### config.mk
export PLATFORM = sky130hd
export DESIGN_NAME = sobel_edge_pipe_flat
export DESIGN_NICKNAME = d
export VERILOG_FILES = /design/src/rtl/sobel_edge_pipe_pkg.sv /design/src/rtl/sobel_edge_pipe_if.sv /design/src/rtl/sobel_edge_pipe_grad_core.sv /design/src/rtl/sobel_edge_pipe.sv /design/src/flat_wrapper.sv
export SDC_FILE = /design/constraint.sdc
export NUM_CORES = 1
export LEC_CHECK = 0
export CAP_MARGIN = 20
export CELL_PAD_IN_SITES_DETAIL_PLACEMENT = 0
export CELL_PAD_IN_SITES_GLOBAL_PLACEMENT = 1
export CORE_ASPECT_RATIO = 1.1
export CORE_MARGIN = 2
export CORE_UTILIZATION = 41
export DETAILED_ROUTE_END_ITERATION = 7
export GPL_TIMING_DRIVEN = 0
export PLACE_DENSITY = 0.93
export SLEW_MARGIN = 20
export SYNTH_ARGS = -nofsm -noshare
export SYNTH_HDL_FRONTEND = slang
export SYNTH_SLANG_ARGS = --single-unit
### constraint.sdc
create_clock -name CAMERA_CLK -period 5.5 [get_ports CAMERA_CLK]
set_clock_uncertainty 0.15 [all_clocks]
set_input_delay 0.55 -clock CAMERA_CLK [delete_from_list [all_inputs] [get_ports CAMERA_CLK]]
set_output_delay 0.55 -clock CAMERA_CLK [all_outputs]
set_load 0.02 [all_outputs]
### src/rtl/sobel_edge_pipe_pkg.sv
// Shared types and constants for the Sobel edge pipeline.
// Latency: n/a (declarations only).
// Backpressure: n/a.
package sobel_pkg;

  localparam int GRAD_W  = 11;
  localparam int MAG_MAX = 255;

  typedef logic [7:0]               pixel_t;
  typedef logic signed [GRAD_W-1:0] grad_t;
  typedef logic [GRAD_W-1:0]        gsum_t;

  // Magnitude of a gradient; -1020..1020 always fits the unsigned result.
  function automatic gsum_t abs_grad(input grad_t g);
    return g[GRAD_W-1] ? gsum_t'(-g) : gsum_t'(g);
  endfunction

endpackage

### src/rtl/sobel_edge_pipe_if.sv
// Pixel-in / result-out bundle of the Sobel edge pipeline.
// Latency: n/a (wires only).
// Backpressure: none; the source streams with in_valid, the sink must accept.
interface sobel_edge_pipe_if #(
  parameter int COORD_W = 11,
  parameter int CNT_W   = 20
);
  import sobel_pkg::*;

  logic               in_valid;
  pixel_t             ul, uc, ur;
  pixel_t             ml, mc, mr;
  pixel_t             dl, dc, dr;
  logic [COORD_W-1:0] in_x;
  logic [COORD_W-1:0] in_y;
  pixel_t             thresh;

  logic               out_valid;
  logic [COORD_W-1:0] out_x;
  logic [COORD_W-1:0] out_y;
  pixel_t             mag;
  logic               is_edge;
  logic               frame_done;
  logic [CNT_W-1:0]   edge_count;
  logic               coord_err;

  modport master (
    output in_valid, ul, uc, ur, ml, mc, mr, dl, dc, dr, in_x, in_y, thresh,
    input  out_valid, out_x, out_y, mag, is_edge, frame_done, edge_count, coord_err
  );

  modport slave (
    input  in_valid, ul, uc, ur, ml, mc, mr, dl, dc, dr, in_x, in_y, thresh,
    output out_valid, out_x, out_y, mag, is_edge, frame_done, edge_count, coord_err
  );

endinterface

### src/rtl/sobel_edge_pipe_grad_core.sv
// Combinational Sobel kernels: Gx/Gy from a window, and |Gx|+|Gy| from registered gradients.
// Latency: 0 cycles (pure combinational).
// Backpressure: none.
module sobel_grad_core
  import sobel_pkg::*;
(
  input  pixel_t ul,
  input  pixel_t uc,
  input  pixel_t ur,
  input  pixel_t ml,
  input  pixel_t mr,
  input  pixel_t dl,
  input  pixel_t dc,
  input  pixel_t dr,
  output grad_t  gx,
  output grad_t  gy,
  input  grad_t  gx_in,
  input  grad_t  gy_in,
  output gsum_t  abs_sum
);

  // All arithmetic is carried at GRAD_W bits so +/-1020 never overflows.
  grad_t left_sum, right_sum, up_sum, down_sum;

  assign left_sum  = grad_t'(ul) + (grad_t'(ml) << 1) + grad_t'(dl);
  assign right_sum = grad_t'(ur) + (grad_t'(mr) << 1) + grad_t'(dr);
  assign up_sum    = grad_t'(ul) + (grad_t'(uc) << 1) + grad_t'(ur);
  assign down_sum  = grad_t'(dl) + (grad_t'(dc) << 1) + grad_t'(dr);

  assign gx = right_sum - left_sum;
  assign gy = down_sum - up_sum;

  // Worst case 1020+1020=2040 still fits GRAD_W unsigned bits.
  assign abs_sum = abs_grad(gx_in) + abs_grad(gy_in);

endmodule

### src/rtl/sobel_edge_pipe.sv
// Three-stage Sobel edge detector: S1 gradients, S2 |Gx|+|Gy|, S3 saturate/threshold/border.
// Latency: 3 cycles in_valid -> out_valid, one pixel per cycle; no backpressure.
// Optional SOBEL_EDGE_COUNT_EN adds a per-frame edge counter on edge_count (tied to 0 otherwise).
module sobel_edge_pipe
  import sobel_pkg::*;
#(
  parameter int WIDTH   = 768,
  parameter int HEIGHT  = 512,
  parameter int COORD_W = 11,
  parameter int CNT_W   = 20
) (
  input logic             CAMERA_CLK,
  input logic             rst,
  sobel_edge_pipe_if.slave bus
);

  localparam logic [COORD_W:0]   X_LIM  = (COORD_W+1)'(HEIGHT);
  localparam logic [COORD_W:0]   Y_LIM  = (COORD_W+1)'(WIDTH);
  localparam logic [COORD_W-1:0] X_LAST = COORD_W'(HEIGHT - 1);
  localparam logic [COORD_W-1:0] Y_LAST = COORD_W'(WIDTH - 1);

  // Input qualification
  logic in_ok, in_border;
  assign in_ok     = ({1'b0, bus.in_x} < X_LIM) && ({1'b0, bus.in_y} < Y_LIM);
  assign in_border = (bus.in_x == '0) || (bus.in_x == X_LAST) ||
                     (bus.in_y == '0) || (bus.in_y == Y_LAST);

  // The centre tap has a zero weight in both kernels.
  logic unused_mc;
  assign unused_mc = ^bus.mc;

  // Stage registers
  logic               s1_valid, s1_border;
  logic [COORD_W-1:0] s1_x, s1_y;
  pixel_t             s1_thresh;
  grad_t              s1_gx, s1_gy;
  grad_t              gx_n, gy_n;

  logic               s2_valid, s2_border;
  logic [COORD_W-1:0] s2_x, s2_y;
  pixel_t             s2_thresh;
  gsum_t              s2_sum;
  gsum_t              sum_n;

  logic               out_valid, frame_done, coord_err, is_edge;
  logic [COORD_W-1:0] out_x, out_y;
  pixel_t             mag;
  logic [CNT_W-1:0]   edge_cnt;

  sobel_grad_core u_core (
    .ul      (bus.ul),
    .uc      (bus.uc),
    .ur      (bus.ur),
    .ml      (bus.ml),
    .mr      (bus.mr),
    .dl      (bus.dl),
    .dc      (bus.dc),
    .dr      (bus.dr),
    .gx      (gx_n),
    .gy      (gy_n),
    .gx_in   (s1_gx),
    .gy_in   (s1_gy),
    .abs_sum (sum_n)
  );

  // Stage valids; out-of-range pixels never enter the pipe and reset flushes it.
  always_ff @(posedge CAMERA_CLK) begin
    if (rst) begin
      s1_valid <= 1'b0;
      s2_valid <= 1'b0;
    end else begin
      s1_valid <= bus.in_valid && in_ok;
      s2_valid <= s1_valid;
    end
  end

  // S1 payload: gradients, coordinates, threshold and border flag for the accepted pixel.
  always_ff @(posedge CAMERA_CLK) begin
    if (bus.in_valid) begin
      s1_gx     <= gx_n;
      s1_gy     <= gy_n;
      s1_x      <= bus.in_x;
      s1_y      <= bus.in_y;
      s1_thresh <= bus.thresh;
      s1_border <= in_border;
    end
  end

  // S2 payload: absolute gradient sum travels with its pixel's side data.
  always_ff @(posedge CAMERA_CLK) begin
    if (s1_valid) begin
      s2_sum    <= sum_n;
      s2_x      <= s1_x;
      s2_y      <= s1_y;
      s2_thresh <= s1_thresh;
      s2_border <= s1_border;
    end
  end

  // S3 decision: saturate to 8 bits, force border pixels to zero, compare with threshold.
  pixel_t sat_mag, res_mag;
  logic   res_edge;
  always_comb begin
    sat_mag  = (|s2_sum[GRAD_W-1:8]) ? pixel_t'(MAG_MAX) : s2_sum[7:0];
    res_mag  = s2_border ? '0 : sat_mag;
    res_edge = !s2_border && (sat_mag >= s2_thresh);
  end

  // Output registers; payload holds its last value across bubbles.
  always_ff @(posedge CAMERA_CLK) begin
    if (rst) begin
      out_valid  <= 1'b0;
      frame_done <= 1'b0;
      out_x      <= '0;
      out_y      <= '0;
      mag        <= '0;
      is_edge    <= 1'b0;
    end else begin
      out_valid  <= s2_valid;
      frame_done <= s2_valid && (s2_x == X_LAST) && (s2_y == Y_LAST);
      if (s2_valid) begin
        out_x   <= s2_x;
        out_y   <= s2_y;
        mag     <= res_mag;
        is_edge <= res_edge;
      end
    end
  end

  // Sticky flag for any valid pixel whose coordinates fall outside the frame.
  always_ff @(posedge CAMERA_CLK) begin
    if (rst)
      coord_err <= 1'b0;
    else if (bus.in_valid && !in_ok)
      coord_err <= 1'b1;
  end

`ifdef SOBEL_EDGE_COUNT_EN
  logic [CNT_W-1:0] acc, acc_next;

  // Running edge total for the current frame, saturating at all-ones.
  always_comb begin
    acc_next = acc;
    if (out_valid && is_edge && (acc != '1))
      acc_next = acc + 1'b1;
  end

  // Publish the frame total on the last pixel (including its own edge) and restart.
  always_ff @(posedge CAMERA_CLK) begin
    if (rst) begin
      acc      <= '0;
      edge_cnt <= '0;
    end else if (frame_done) begin
      acc      <= '0;
      edge_cnt <= acc_next;
    end else begin
      acc      <= acc_next;
    end
  end
`else
  assign edge_cnt = '0;
`endif

  assign bus.out_valid  = out_valid;
  assign bus.out_x      = out_x;
  assign bus.out_y      = out_y;
  assign bus.mag        = mag;
  assign bus.is_edge    = is_edge;
  assign bus.frame_done = frame_done;
  assign bus.edge_count = edge_cnt;
  assign bus.coord_err  = coord_err;

endmodule

### src/flat_wrapper.sv
// flat-port wrapper written by rule: the top's interface ports become plain ports
module sobel_edge_pipe_flat import sobel_pkg::*;
#(
  parameter int WIDTH   = 768,
  parameter int HEIGHT  = 512,
  parameter int COORD_W = 11,
  parameter int CNT_W   = 20
)
  (CAMERA_CLK, rst, bus_in_valid, bus_ul, bus_uc, bus_ur, bus_ml, bus_mc, bus_mr, bus_dl, bus_dc, bus_dr, bus_in_x, bus_in_y, bus_thresh, bus_out_valid, bus_out_x, bus_out_y, bus_mag, bus_is_edge, bus_frame_done, bus_edge_count, bus_coord_err);
  sobel_edge_pipe_if #(.COORD_W(COORD_W), .CNT_W(CNT_W)) bus_i ();
  input logic CAMERA_CLK;
  input logic rst;
  input wire logic [$bits(bus_i.in_valid)-1:0] bus_in_valid;
  input wire logic [$bits(bus_i.ul)-1:0] bus_ul;
  input wire logic [$bits(bus_i.uc)-1:0] bus_uc;
  input wire logic [$bits(bus_i.ur)-1:0] bus_ur;
  input wire logic [$bits(bus_i.ml)-1:0] bus_ml;
  input wire logic [$bits(bus_i.mc)-1:0] bus_mc;
  input wire logic [$bits(bus_i.mr)-1:0] bus_mr;
  input wire logic [$bits(bus_i.dl)-1:0] bus_dl;
  input wire logic [$bits(bus_i.dc)-1:0] bus_dc;
  input wire logic [$bits(bus_i.dr)-1:0] bus_dr;
  input wire logic [$bits(bus_i.in_x)-1:0] bus_in_x;
  input wire logic [$bits(bus_i.in_y)-1:0] bus_in_y;
  input wire logic [$bits(bus_i.thresh)-1:0] bus_thresh;
  output wire logic [$bits(bus_i.out_valid)-1:0] bus_out_valid;
  output wire logic [$bits(bus_i.out_x)-1:0] bus_out_x;
  output wire logic [$bits(bus_i.out_y)-1:0] bus_out_y;
  output wire logic [$bits(bus_i.mag)-1:0] bus_mag;
  output wire logic [$bits(bus_i.is_edge)-1:0] bus_is_edge;
  output wire logic [$bits(bus_i.frame_done)-1:0] bus_frame_done;
  output wire logic [$bits(bus_i.edge_count)-1:0] bus_edge_count;
  output wire logic [$bits(bus_i.coord_err)-1:0] bus_coord_err;
  assign bus_i.in_valid = bus_in_valid;
  assign bus_i.ul = bus_ul;
  assign bus_i.uc = bus_uc;
  assign bus_i.ur = bus_ur;
  assign bus_i.ml = bus_ml;
  assign bus_i.mc = bus_mc;
  assign bus_i.mr = bus_mr;
  assign bus_i.dl = bus_dl;
  assign bus_i.dc = bus_dc;
  assign bus_i.dr = bus_dr;
  assign bus_i.in_x = bus_in_x;
  assign bus_i.in_y = bus_in_y;
  assign bus_i.thresh = bus_thresh;
  assign bus_out_valid = bus_i.out_valid;
  assign bus_out_x = bus_i.out_x;
  assign bus_out_y = bus_i.out_y;
  assign bus_mag = bus_i.mag;
  assign bus_is_edge = bus_i.is_edge;
  assign bus_frame_done = bus_i.frame_done;
  assign bus_edge_count = bus_i.edge_count;
  assign bus_coord_err = bus_i.coord_err;
  sobel_edge_pipe #(.WIDTH(WIDTH), .HEIGHT(HEIGHT), .COORD_W(COORD_W), .CNT_W(CNT_W)) u_core (.CAMERA_CLK(CAMERA_CLK), .rst(rst), .bus(bus_i));
endmodule
# Word level (Yosys, flattened, before mapping)
# Cells that the tools add are included.
# Widths: inputs -> output; s select.
word_totals:
  inputBits: 105
  output_inout_bits: 54
  ff_bits: 131
  elab_cells: 58
classes:
  magnitude_cmp: 3
  eq_ne: 4
  n_mux: 4
  reduce_logical: 14
  n_addsub: 13
op_table:
  columns: ["op", "count"]
  rows:
  - ["$add 10x8->11", 4]
  - ["$add 8x9->10", 4]
  - ["$eq 11x10->1 const B", 2]
  - ["$eq 11x9->1 const B", 2]
  - ["$logic_not 11->1", 2]
  - ["$lt 11x10->1 const B", 2]
  - ["$mux 11", 2]
  - ["$neg 11->11", 2]
  - ["$sub 11x11->11", 2]
  - ["$mux 8", 2]
  - ["$add 11x11->11", 1]
  - ["$ge 8x8->1", 1]
  - ["$logic_and 1x1->1", 6]
  - ["$logic_or 1x1->1", 3]
  - ["$reduce_or 3->1", 1]
  - ["$logic_not 1->1", 2]

# Longest topological paths before layout
depth:
  ltp_word: 4
  depth_mapped: 13
  depth_no_buf: 13

# Modules after synthesis
# Synthesis repeated with hierarchy kept, for this count alone.
hier_totals:
  hier_cells: 699
  area_unflattened_um2: 7956.4
by_module_without_submodules:
  columns: ["mod", "area_each_um2", "seq_area_each_um2", "cells_each", "instances"]
  rows:
  - ["sobel_edge_pipe", 4660.7, 3573.4, 299, 1]
  - ["sobel_grad_core", 3295.7, 0.0, 400, 1]

# Worst setup path after synthesis
# Ideal clock, no wire load.
synth_path:
  kind: "input port to flip-flop"
  startpoint: "input bus_dl[2]"
  endpoint: "register u_core.s1_gx[9] (data pin)"
  path_buffers: 0
  arrival_time_ns: 3.629
  t_required_ns: 5.084
  setup_ns: 0.266
  path_slack_ns: 1.455
  stages: 12
  cell_sequence: "inv_1 > fa_1 > inv_1 > fa_1 > fa_1 > inv_1 > fa_1 > a21oi_1 > o21ai_0 > a2111oi_0 > nor3_1 > xor2_1"
synth_between:
  elab_chain_cells: 2
synth_rtl:
  columns: ["element", "line_no", "rtl"]
  rows:
  - ["from (decl)", "flat_wrapper.sv:20", "input wire logic [$bits(bus_i.dl)-1:0] bus_dl;"]
  - ["$add 10x8->11", "sobel_edge_pipe_grad_core.sv:25", "assign left_sum = grad_t'(ul) + (grad_t'(ml) << 1) + grad_t'(dl);"]
  - ["$sub 11x11->11", "sobel_edge_pipe_grad_core.sv:30", "assign gx = right_sum - left_sum;"]
  - ["net u_core.gx_n[9]", "sobel_edge_pipe.sv:37", "grad_t gx_n, gy_n;"]
  - ["to (signal assigned)", "sobel_edge_pipe.sv:80", "s1_gx <= gx_n;"]
  - ["to (decl)", "sobel_edge_pipe.sv:36", "grad_t s1_gx, s1_gy;"]
# The timed path passes the listed nets, and every way through them passes these cells.
# A chain may end at the register's enable or synchronous reset.

# Worst setup path in the final report
# Same ends and word-level chain as after synthesis.

==> summary by stage <==
Critical path
The largest fanout on the critical path is 2. The worst setup path is launched from an input pin. The data arrival time of the critical path is 4.34 ns.

The sort of element at the end of the critical path is a flop. The required time of the critical path is 5.50 ns. The category of the most critical setup path is in -> reg.

Power
The worst-case IR drop observed on VDD is 0.283 mV. The power density over the cells is 438 mW/mm². The analysis attributes to cell leakage a power of 4.27 nW.

Floorplanning
The die covers 0.0202 mm². The floorplan row count is 53. The placeable core region is 0.0189 mm². The vertical extent of the die is 149 µm. The number of ports placed on the die boundary is 159. From left edge to right edge, the die measures 136 µm. The initial utilization of the core area, before any placement, comes to 0.415.

Routing
After detailed routing, the average wire length per cell comes to 12.6 µm. In this run the remaining antenna-violating nets after routing total 0. Detailed routing inserted a total of 4972 vias.

The total routed wirelength is 13900 µm. The detailed router finished its first iteration with 174 violations. After detailed routing, the number of remaining DRC violations is 0. The iteration count of the initial detailed-routing pass is 4.

Dividing the detail-routed via count by the number of cells gives 4.49.

STA
The hold violation total from the final report was 0. Setup total negative slack on the finished layout was measured at 0 ns. The final period demand of the worst path is 4.34 ns. The peak clock frequency supported by timing is 230 MHz. At the pin with the least slew margin, the transition time is 0.769 ns. The final count of pins violating max slew is 0. Setup violations remaining at the end of the flow were counted as 0. Setup repair after global routing left no endpoint under its margin. The worst slew margin relative to its limit is 0.487. In the finished design, the share of the clock period the worst path needs comes to 0.789.

Global route
For this run, global-route usage on met1 was measured as 0.174. The busiest layer in global routing is met2. The maximum number of pins on one net before global-route repair is 33. The met3 demand-to-capacity share in global routing is 0.0309.

The total overflow left after global routing is 0. The met2 usage is 0.262. The global-route wire length before repair is 23500 µm. The number of global-route vias before repair was 5132. The number of antenna violations at the first check in global routing is 0. The overall routing resource usage is 0.148.

Synth
The synthesized-area fraction occupied by ao, oa, aoi and oai cells is 0.0592. The number of warnings issued by yosys is 0. The adder-cell area share of the yosys netlist is 0.231.

After synthesis, the largest family of logic cells by area is adder cells. The synthesized design contains 95 enable-type register cells. Of the total synthesized cell area, the portion taken by XOR and XNOR cells is 0.0447. Counting flops with an async set or reset pin after synthesis yields a share of 0. The proportion of synthesized area in mux cells is 0.0294. The share of synthesized area in the top cell type comes to 0.364. The number of different library cells in the post-synthesis netlist is 50. Synthesis produced a netlist whose cell count is 679. After synthesis the cells add up to 0.00784 mm². The leading area contributor after synthesis is sky130_fd_sc_hd__edfxtp_1. The fraction of the mapped netlist area in simple logic gates is 0.0847.

The post-synthesis area per instance is 11.5 µm². After synthesis, the cell types taking the most area are sky130_fd_sc_hd__edfxtp_1 36%, sky130_fd_sc_hd__fa_1 16%, sky130_fd_sc_hd__dfxtp_1 9.2%. The most used flip-flop cell after synthesis is sky130_fd_sc_hd__edfxtp_1. For this run, the register share of the synthesized area comes to 0.456.

In this run, synthesis produced a sequential element count of 131.

Clock network
The number of levels in the clock H-tree is 4. After clock tree synthesis, the repair step resized 0 gates. In this run the deepest clock path goes through 2 buffers. The CTS tree is done. The number of buffers created by CTS is 17. After clock tree synthesis, the clock-pin slew on the worst setup and hold paths is 0.06 ns. Post-CTS timing repair inserted 0 buffers for setup. The master cell of the clock root buffer is sky130_fd_sc_hd__clkbuf_16. For the worst-skew pair, the clock arrives at the later sink with an insertion delay of 0.41 ns. The number of hold buffers added after CTS is 0. The sink count of the clock tree is 131.

Cells and area
The finished cells cover 0.0101 mm². In the layout the commonest cells are 146 x sky130_fd_sc_hd__inv_1, 128 x sky130_fd_sc_hd__clkdlybuf4s50_1, 95 x sky130_fd_sc_hd__edfxtp_1. The proportion of layout cells with a drive suffix above 1 is 0.0790. After filler insertion, the fill cell instance count of the layout stands at 1647. The antenna diode instance count is 0.

The final layout net count is 1060. The library cell used most frequently in the layout, excluding fill and tap cells, is sky130_fd_sc_hd__inv_1. Compared with the post-synthesis result, the final layout area differs by 29.1%.

Job
The reported max-cap violation count is 0.

Outcome
The run finished with clean final reports.

Placed design
In this run the cell area measured after placement is 0.00956 mm². The final HPWL from detailed placement is 11400 µm. The count of buffers added on input and output ports is 129. Routability-driven placement finished with a final weighted congestion of 0.800.

Hold path
The min-delay analysis places its worst path in the category reg -> reg.
per-stage QoR:
stage,util,power (mW),std cells,hold slack (ns),setup WS [ns]
3_3_place_gp,0.503,3.35,1074,0.252,0.743
5_1_grt,0.536,4.82,1108,0.270,0.881
2_1_floorplan,-,2.98,698,0.250,1.45
4_1_cts,0.536,4.48,1108,0.266,1.13
3_5_place_dp,0.506,3.41,1076,0.255,0.691
6_report,0.536,4.44,1108,0.264,1.16
routing by layer:
| metal | up-vias | routed length (µm) |
|---|---|---|
| li1 | 2539 | - |
| met1 | 2300 | 5810 |
| met2 | 115 | 7370 |
| met3 | 18 | 460 |
| met4 | 0 | 301 |
| met5 | - | 0 |
worst paths after layout:
path              startpoint                end  slack [ns]  cells after the start
max                bus_dl[2]    u_core.s1_gx[9]        1.16                     13
min           u_core.s1_y[6]     u_core.s2_y[6]        0.26                      0
max reg2reg  u_core.s1_gx[0]  u_core.s2_sum[10]        2.02                     11
min reg2reg   u_core.s1_y[6]     u_core.s2_y[6]        0.26                      0
area by class of cell:
cell class,instances,area (µm²),area share
timing repair buffer,131,1340,0.132
sequential,131,3570,0.353
clock inverter,12,91.3,0.00902
inverter,146,548,0.0541
buffer,32,195,0.0193
multi-input combinational,389,3600,0.355
clock buffer,20,468,0.0462
tap,247,309,0.0305
where the power goes:
part / internal, mW / switching, mW
Clock: 0.623 / 0.423
Sequential: 1.34 / 0.0805
Combinational: 0.939 / 1.04
logic make-up after synthesis:
family                   count (synthesis)
AO/OA/AOI/OAI                           73
adder cells (fa/ha/maj)                107
other                                    1
AND/OR/NAND/NOR                        126
XOR/XNOR                                40
buffers and inverters                  178
multiplexers                            23
flip-flops                             131
registers in the layout, summed over array words and instances, names as in the netlist, 11 cells and up:
register and flops:
u_core.s2_sum 11, u_core.s1_x 11, u_core.bus.out_y 11, u_core.s1_y 11
u_core.s1_gx 11, u_core.s2_x 11, u_core.s2_y 11, u_core.bus.out_x 11
u_core.s1_gy 11
synthesized netlist by cell type (9+ instances only):
library cell / number
sky130_fd_sc_hd__xor2_1: 14
sky130_fd_sc_hd__fa_1: 63
sky130_fd_sc_hd__nand2b_1: 13
sky130_fd_sc_hd__buf_4: 20
sky130_fd_sc_hd__nor3_1: 12
sky130_fd_sc_hd__xnor2_1: 26
sky130_fd_sc_hd__edfxtp_1: 95
sky130_fd_sc_hd__clkbuf_1: 10
sky130_fd_sc_hd__inv_1: 146
sky130_fd_sc_hd__nor2_1: 31
sky130_fd_sc_hd__mux2i_1: 23
sky130_fd_sc_hd__a21oi_1: 23
sky130_fd_sc_hd__or2_2: 9
sky130_fd_sc_hd__a21o_1: 9
sky130_fd_sc_hd__o21ai_0: 14
sky130_fd_sc_hd__ha_1: 44
sky130_fd_sc_hd__nand2_1: 25
sky130_fd_sc_hd__dfxtp_1: 36
critical path, stage by stage:
cell and delay, ns:
sky130_fd_sc_hd__clkdlybuf4s50_1 0.46, sky130_fd_sc_hd__inv_1 0.07, sky130_fd_sc_hd__fa_1 0.54, sky130_fd_sc_hd__inv_1 0.06, sky130_fd_sc_hd__fa_1 0.51, sky130_fd_sc_hd__fa_1 0.54
sky130_fd_sc_hd__inv_1 0.06, sky130_fd_sc_hd__fa_1 0.45, sky130_fd_sc_hd__a21oi_1 0.25, sky130_fd_sc_hd__o21ai_0 0.15, sky130_fd_sc_hd__a2111oi_0 0.42, sky130_fd_sc_hd__nor3_1 0.12
sky130_fd_sc_hd__xor2_1 0.16
Note: power is estimated with default switching activity, not from simulation.
